===== src/rtl/lsu.sv =====
// ---------------------------------------------------------------------------
// lsu -- load/store unit between a core request port and a byte-masked RAM.
//
// Accepts one load or store at a time, of byte, half or word size, at any
// byte alignment. An access that crosses a word boundary is split into two
// RAM cycles (ACC1 for the low word, ACC2 for the next word, wrapping at the
// top of the address space). Load data is shifted back into place,
// sign- or zero-extended and held in RESP until the core takes it.
//
// Ports
//   i_clk, i_rst_n               clock, asynchronous active-low reset
//   i_req_*/o_req_ready          core request: we, size, unsigned, addr, wdata
//   o_rsp_*/i_rsp_ready          response: extended load data, split flag
//   o_rd1_addr/en/mask, i_rd1_data  RAM read port (combinational, masked data)
//   o_wr_addr/en/mask/data       RAM write port (data already lane-shifted)
// ---------------------------------------------------------------------------
module lsu #(
    parameter int ADDR_WIDTH = 8
) (
    input  logic                  i_clk,
    input  logic                  i_rst_n,
    input  logic                  i_req_valid,
    output logic                  o_req_ready,
    input  logic                  i_req_we,
    input  logic [1:0]            i_req_size,
    input  logic                  i_req_unsigned,
    input  logic [ADDR_WIDTH-1:0] i_req_addr,
    input  logic [31:0]           i_req_wdata,
    output logic                  o_rsp_valid,
    input  logic                  i_rsp_ready,
    output logic [31:0]           o_rsp_rdata,
    output logic                  o_rsp_split,
    output logic [ADDR_WIDTH-1:0] o_rd1_addr,
    output logic                  o_rd1_en,
    output logic [3:0]            o_rd1_mask,
    input  logic [31:0]           i_rd1_data,
    output logic [ADDR_WIDTH-1:0] o_wr_addr,
    output logic                  o_wr_en,
    output logic [3:0]            o_wr_mask,
    output logic [31:0]           o_wr_data
);

    typedef enum logic [1:0] {IDLE, ACC1, ACC2, RESP} state_t;

    state_t state, state_nxt;

    // Registered request and the load data assembled from the RAM cycles.
    logic                  we_q;
    logic [1:0]            size_q;
    logic                  uns_q;
    logic [ADDR_WIDTH-1:0] addr_q;
    logic [31:0]           wdata_q;
    logic [31:0]           rdata_q;

    // Lane arithmetic, all derived from the registered request.
    logic [1:0]            off;
    logic [3:0]            smask;
    logic [7:0]            full;
    logic                  split;
    logic [ADDR_WIDTH-1:0] base_lo;
    logic [ADDR_WIDTH-1:0] base_hi;
    logic [5:0]            sh_lo;
    logic [5:0]            sh_hi;

    assign off     = addr_q[1:0];
    assign full    = {4'b0000, smask} << off;
    assign split   = |full[7:4];
    assign base_lo = {addr_q[ADDR_WIDTH-1:2], 2'b00};
    // Second word wraps naturally at the top of the address space.
    assign base_hi = base_lo + ADDR_WIDTH'(4);
    assign sh_lo   = {1'b0, off, 3'b000};
    // Only used in ACC2, where off is never 0, so the shift is 8..24.
    assign sh_hi   = 6'd32 - sh_lo;

    always_comb begin
        case (size_q)
            2'd0:    smask = 4'h1;
            2'd1:    smask = 4'h3;
            default: smask = 4'hF;
        endcase
    end

    // NOTE: sequential state uses non-blocking assignments so every register
    // samples the pre-edge values of the others, independent of block order.
    always_ff @(posedge i_clk or negedge i_rst_n) begin
        if (!i_rst_n) begin
            state <= IDLE;
        end else begin
            state <= state_nxt;
        end
    end

    always_ff @(posedge i_clk or negedge i_rst_n) begin
        if (!i_rst_n) begin
            we_q    <= 1'b0;
            size_q  <= 2'd0;
            uns_q   <= 1'b0;
            addr_q  <= '0;
            wdata_q <= '0;
            rdata_q <= '0;
        end else begin
            if (state == IDLE && i_req_valid) begin
                we_q    <= i_req_we;
                size_q  <= i_req_size;
                uns_q   <= i_req_unsigned;
                addr_q  <= i_req_addr;
                wdata_q <= i_req_wdata;
            end
            // RAM returns zeros in unmasked lanes, so the two halves can be
            // merged with a plain OR.
            if (state == ACC1) begin
                rdata_q <= i_rd1_data >> sh_lo;
            end else if (state == ACC2) begin
                rdata_q <= rdata_q | (i_rd1_data << sh_hi);
            end
        end
    end

    // RAM access shared by both ports; routed below by the access type.
    logic                  acc_en;
    logic [ADDR_WIDTH-1:0] acc_addr;
    logic [3:0]            acc_mask;
    logic [31:0]           acc_data;

    // NOTE: every output of this block gets a default first, so no path
    // through the case leaves a value unassigned and no latch is inferred.
    always_comb begin
        state_nxt   = state;
        o_req_ready = 1'b0;
        o_rsp_valid = 1'b0;
        acc_en      = 1'b0;
        acc_addr    = '0;
        acc_mask    = 4'h0;
        acc_data    = 32'h0;
        case (state)
            IDLE: begin
                o_req_ready = 1'b1;
                if (i_req_valid) state_nxt = ACC1;
            end
            ACC1: begin
                acc_en    = 1'b1;
                acc_addr  = base_lo;
                acc_mask  = full[3:0];
                acc_data  = wdata_q << sh_lo;
                state_nxt = split ? ACC2 : RESP;
            end
            ACC2: begin
                acc_en    = 1'b1;
                acc_addr  = base_hi;
                acc_mask  = full[7:4];
                acc_data  = wdata_q >> sh_hi;
                state_nxt = RESP;
            end
            RESP: begin
                o_rsp_valid = 1'b1;
                if (i_rsp_ready) state_nxt = IDLE;
            end
            default: state_nxt = IDLE;
        endcase
    end

    // Enables come straight from the state, so an asynchronous reset drops
    // them immediately and a pending ACC2 write never happens.
    assign o_rd1_en   = acc_en & ~we_q;
    assign o_wr_en    = acc_en & we_q;
    assign o_rd1_addr = o_rd1_en ? acc_addr : '0;
    assign o_rd1_mask = o_rd1_en ? acc_mask : 4'h0;
    assign o_wr_addr  = o_wr_en  ? acc_addr : '0;
    assign o_wr_mask  = o_wr_en  ? acc_mask : 4'h0;
    assign o_wr_data  = o_wr_en  ? acc_data : 32'h0;

    logic [31:0] ext;

    always_comb begin
        case (size_q)
            2'd0:    ext = uns_q ? {24'h0, rdata_q[7:0]}
                                 : {{24{rdata_q[7]}}, rdata_q[7:0]};
            2'd1:    ext = uns_q ? {16'h0, rdata_q[15:0]}
                                 : {{16{rdata_q[15]}}, rdata_q[15:0]};
            default: ext = rdata_q;
        endcase
    end

    assign o_rsp_rdata = (o_rsp_valid && !we_q) ? ext : 32'h0;
    assign o_rsp_split = o_rsp_valid & split;

endmodule


===== config.mk =====
export PLATFORM = sky130hd
export DESIGN_NAME = lsu
export DESIGN_NICKNAME = d
export VERILOG_FILES = /design/src/rtl/lsu.sv
export SDC_FILE = /design/constraint.sdc
export NUM_CORES = 1
export LEC_CHECK = 0
export CAP_MARGIN = 10
export CORE_ASPECT_RATIO = 1.4
export CORE_MARGIN = 2
export CORE_UTILIZATION = 40
export CTS_BUF_LIST = sky130_fd_sc_hd__clkbuf_4 sky130_fd_sc_hd__clkbuf_8
export DETAILED_ROUTE_END_ITERATION = 10
export PLACE_DENSITY_LB_ADDON = 0.08
export RECOVER_POWER = 50
export SYNTH_ARGS = -nofsm -noshare
export SYNTH_HDL_FRONTEND = slang
export SYNTH_SLANG_ARGS = --single-unit

===== constraint.sdc =====
create_clock -name i_clk -period 6.75 [get_ports i_clk]
set_clock_uncertainty 0.1 [all_clocks]
set_input_delay 0.675 -clock i_clk [delete_from_list [all_inputs] [get_ports i_clk]]
set_output_delay 0.675 -clock i_clk [all_outputs]
set_load 0.02 [all_outputs]

==> results.yml <==
status:
  status: "finished with violations"
  failed_checks: "capacitance limit, slew limit"
clock_tree:
  cts_tree: "built"
  clk_pin_slew_ns: 0.09
  htreeDepth: 3
  cts-buffers-inserted: 9
  cts.repair.resized: 0
  cts_setup_buffers: 0
  numClockSinks: 78
  cts_root_buffer: "clkbuf_8"
  clock_latency_ns: 0.37
  cts_hold_buf: 0
  clock_path_buffers: 2
layout:
  area_growth_syn_to_layout_pct: 31.06
  drive_above_1_share_pct: 17.61
  post-route-cell-area_um2: 7883
  num_antenna_cells: 0
  nNetsFinal: 842
  postLayoutCoreUtil_pct: 53.07
power_and_ir_drop:
  p_switching_mw: 1.975
  pwr_density_cell_nw_per_um2: 522.1
  leakage_nw: 2.973
  internal_power_mw: 2.140
  p_seq_share_pct: 23.8
  p_clk_share_pct: 10.0
  swShare_pct: 48.00
  pwr-share-comb_pct: 66.2
  peakVddDrop_mv: 0.3326
timing:
  final_max_slew_viol_count: 45
  slew_headroom_pct: -22.66
  post-route-period-util_pct: 72.06
  fmax_mhz: 205.6
  hold_ws_ns: 0.3490
  setup_ws_ns: 1.886
  hold_viol_final: 0
  rsz0062_at_grt: "false"
  period_needed_ns: 4.864
  tns_ns: 0
  finalSetupViolCount: 0
  worst_pin_slew_ns: 1.835
placed_design:
  place_congestion: 0.9665
  hpwl_mm: 15.34
  preCtsSetupSlack_ns: 2.346
  portBuffers: 168
  postPlaceCellArea_um2: 7662
critical_path:
  crit_end: "o_wr_data[30]"
  cp_cell_sequence: "inv_2 -> ha_1 -> buf_4 -> nor3b_4 -> o21ai_1 -> o22ai_1 -> clkdlybuf4s50_1"
  startpoint_type: "flop"
  worstSetupStartpoint: "addr_q[0]$_DFFE_PN0P_"
  critPathCaptureType: "output pin"
  critPathMaxFanout: 34
  worstSetupPathType: "flop to output pin"
  reg2reg_depth: 4
  regToRegSetupSlack_ns: 3.88
  crit_arrival_ns: 4.09
  slowest_stage: "nor3b_4"
  worstReg2RegEnd: "wdata_q[6]$_DFFE_PN0P_"
  worst_path_largest_cell_delay_ns: 0.81
  required_ns: 5.97
  r2r_start: "state[0]$_DFFE_PN0P_"
global_route:
  gr-total-overflow: 0
  grt_pass1_vias: 5849
  grt_pass1_wl_mm: 32.90
  track_usage_pct: 26.83
  grt_start_max_net_pins: 96
  antenna_found_initial: 0
yosys:
  ys_warn_count: 0
  synth_flop_cell: "dfrtp_1"
  syn_area_um2: 6015
  synthArstFlopShare_pct: 100.0
  syn_inst: 628
  synth_edf_count: 0
  ys_types: 56
  avgSynthCellArea_um2: 9.577
  ys_seq_area_share_pct: 32.45
  ys_seq_elements: 78
detailed_routing:
  vias: 5743
  drtIter0Drc: 409
  wl_per_cell_um: 22.54
  drc_errors: 0
  drtPass1Iterations: 6
  postRouteAntennaNets: 0
  viasPerCell: 6.026
  wl_mm: 21.48
die:
  start_util_pct: 40.49
  placementRows: 53
  die_h_um: 149.1
  die_width_um: 107.6
  core-area_um2: 14850
  die_area_um2: 16050
  io_pins: 173
worst_hold_path:
  hp-class: "input pin to async pin"
flow_run:
  maxCapViolCount: 1
-- worst min-delay path by stage --
stage	endpoint	slack, ns	from	cells after the start
after global routing	uns_q$_DFFE_PN0P_	0.42	uns_q$_DFFE_PN0P_	1
final	rdata_q[24]$_DFFE_PN0N_	0.35	i_rst_n	1
after global placement	uns_q$_DFFE_PN0P_	0.40	uns_q$_DFFE_PN0P_	1
after detailed placement	uns_q$_DFFE_PN0P_	0.39	uns_q$_DFFE_PN0P_	1
after floorplan	addr_q[0]$_DFFE_PN0P_	0.28	i_rst_n	0
after CTS	uns_q$_DFFE_PN0P_	0.41	uns_q$_DFFE_PN0P_	1
-- per-layer routing --
layer	wire [um]	global-route usage, %
met1	8096	31.25
met2	11410	48.24
met3	1212	3.844
met4	752	11.92
met5	0	0
-- power by group through the flow --
stage                     clock (mW)  combinational, mW  sequential (mW)
after global routing           0.440               2.95             1.02
after global placement             0               2.70            0.974
after detailed placement           0               2.72            0.985
final                          0.410               2.72            0.981
after floorplan                    0               2.03            0.854
after CTS                      0.420               2.72            0.976
-- critical path: cells and delay by family, from the launching register on --
| kind | cells | cell delay, ns |
|---|---|---|
| and+or+nand+nor | 1 | 0.81 |
| AOI/OAI and AO/OA | 2 | 0.62 |
| buffers and inverters | 3 | 1.45 |
| adders and majority gates | 1 | 0.35 |
| DFF | 1 | 0.49 |
-- sequential cells by signal (all words and copies together) (netlist names) --
signal   cells
addr_q       8
rdata_q     32
size_q       2
state        2
uns_q        1
wdata_q     32
we_q         1
-- through the flow --
stage	instances	power, mW
2_1_floorplan	631	2.886
3_3_place_gp	937	3.670
3_5_place_dp	937	3.700
4_1_cts	953	4.120
5_1_grt	953	4.405
6_report	953	4.115
-- cells in the mapped netlist (2+ instances only) --
| library cell | count | area share, % |
|---|---|---|
| a21oi_1 | 63 | 5.2 |
| a211oi_1 | 16 | 2.0 |
| a31oi_1 | 6 | 0.62 |
| buf_2 | 19 | 1.6 |
| inv_2 | 2 | 0.12 |
| dfrtp_1 | 78 | 32 |
| mux2i_1 | 34 | 5.7 |
| and3_1 | 2 | 0.21 |
| a222oi_1 | 8 | 1.3 |
| inv_1 | 15 | 0.94 |
| o21ai_0 | 22 | 1.8 |
| nor3_1 | 8 | 0.67 |
| o21a_1 | 3 | 0.37 |
| mux2_2 | 89 | 17 |
| buf_4 | 8 | 1.0 |
| buf_1 | 3 | 0.19 |
| a221oi_1 | 24 | 3.5 |
| clkbuf_1 | 25 | 1.6 |
| o21ai_1 | 3 | 0.25 |
| o31a_1 | 8 | 1.2 |
| nor2b_1 | 14 | 1.5 |
| mux2_4 | 4 | 1.0 |
| nor4bb_1 | 2 | 0.33 |
| buf_6 | 6 | 1.1 |
| nand3b_1 | 2 | 0.25 |
| nand3_1 | 7 | 0.58 |
| nor2_1 | 26 | 1.6 |
| buf_8 | 2 | 0.50 |
| o211ai_1 | 17 | 2.1 |
| nand2_1 | 15 | 0.94 |
| a2bb2oi_1 | 11 | 1.6 |
| a22oi_1 | 14 | 1.7 |
| ha_1 | 6 | 1.2 |
| o22ai_1 | 14 | 1.5 |
| and2_1 | 9 | 0.94 |
| nand2b_1 | 23 | 2.4 |
-- final cells by class --
type	instances	area, um^2
Clock buffer	11	138.9
Clock inverter	5	83.83
Fill cell	1425	6972
Inverter	17	63.81
Multi-Input combinational cell	473	3652
Sequential cell	78	1957
Tap cell	192	240.2
Timing Repair Buffer	177	1747
-- cells by family after synthesis --
logic type | count (synthesis) | synth area share (%)
compound gates | 216 | 24.28
xor+xnor | 1 | 0.1456
fa+ha+maj | 6 | 1.248
buf+inv | 80 | 7.011
flops | 78 | 32.45
mux | 127 | 23.32
other cells | 1 | 0.06235
simple gates | 119 | 11.48
-- layout by cell type (no fill, tap or decap), types with 8 or more instances in the layout --
cell             count
a21oi_1             63
nor2_1              26
o22ai_1             14
inv_1               15
mux2i_1             34
clkdlybuf4s50_1    167
buf_4               10
o21ai_0             22
a222oi_1             8
nor2b_1             14
a221oi_1            24
a2bb2oi_1           11
and2_1               9
nand2b_1            23
nand2_1             15
o31a_1               8
o211ai_1            17
dfrtp_1             76
clkbuf_8             9
nor3_1               8
a22oi_1             14
mux2_2              89
a211oi_1            16
Note: power is estimated with default switching activity, not from simulation.
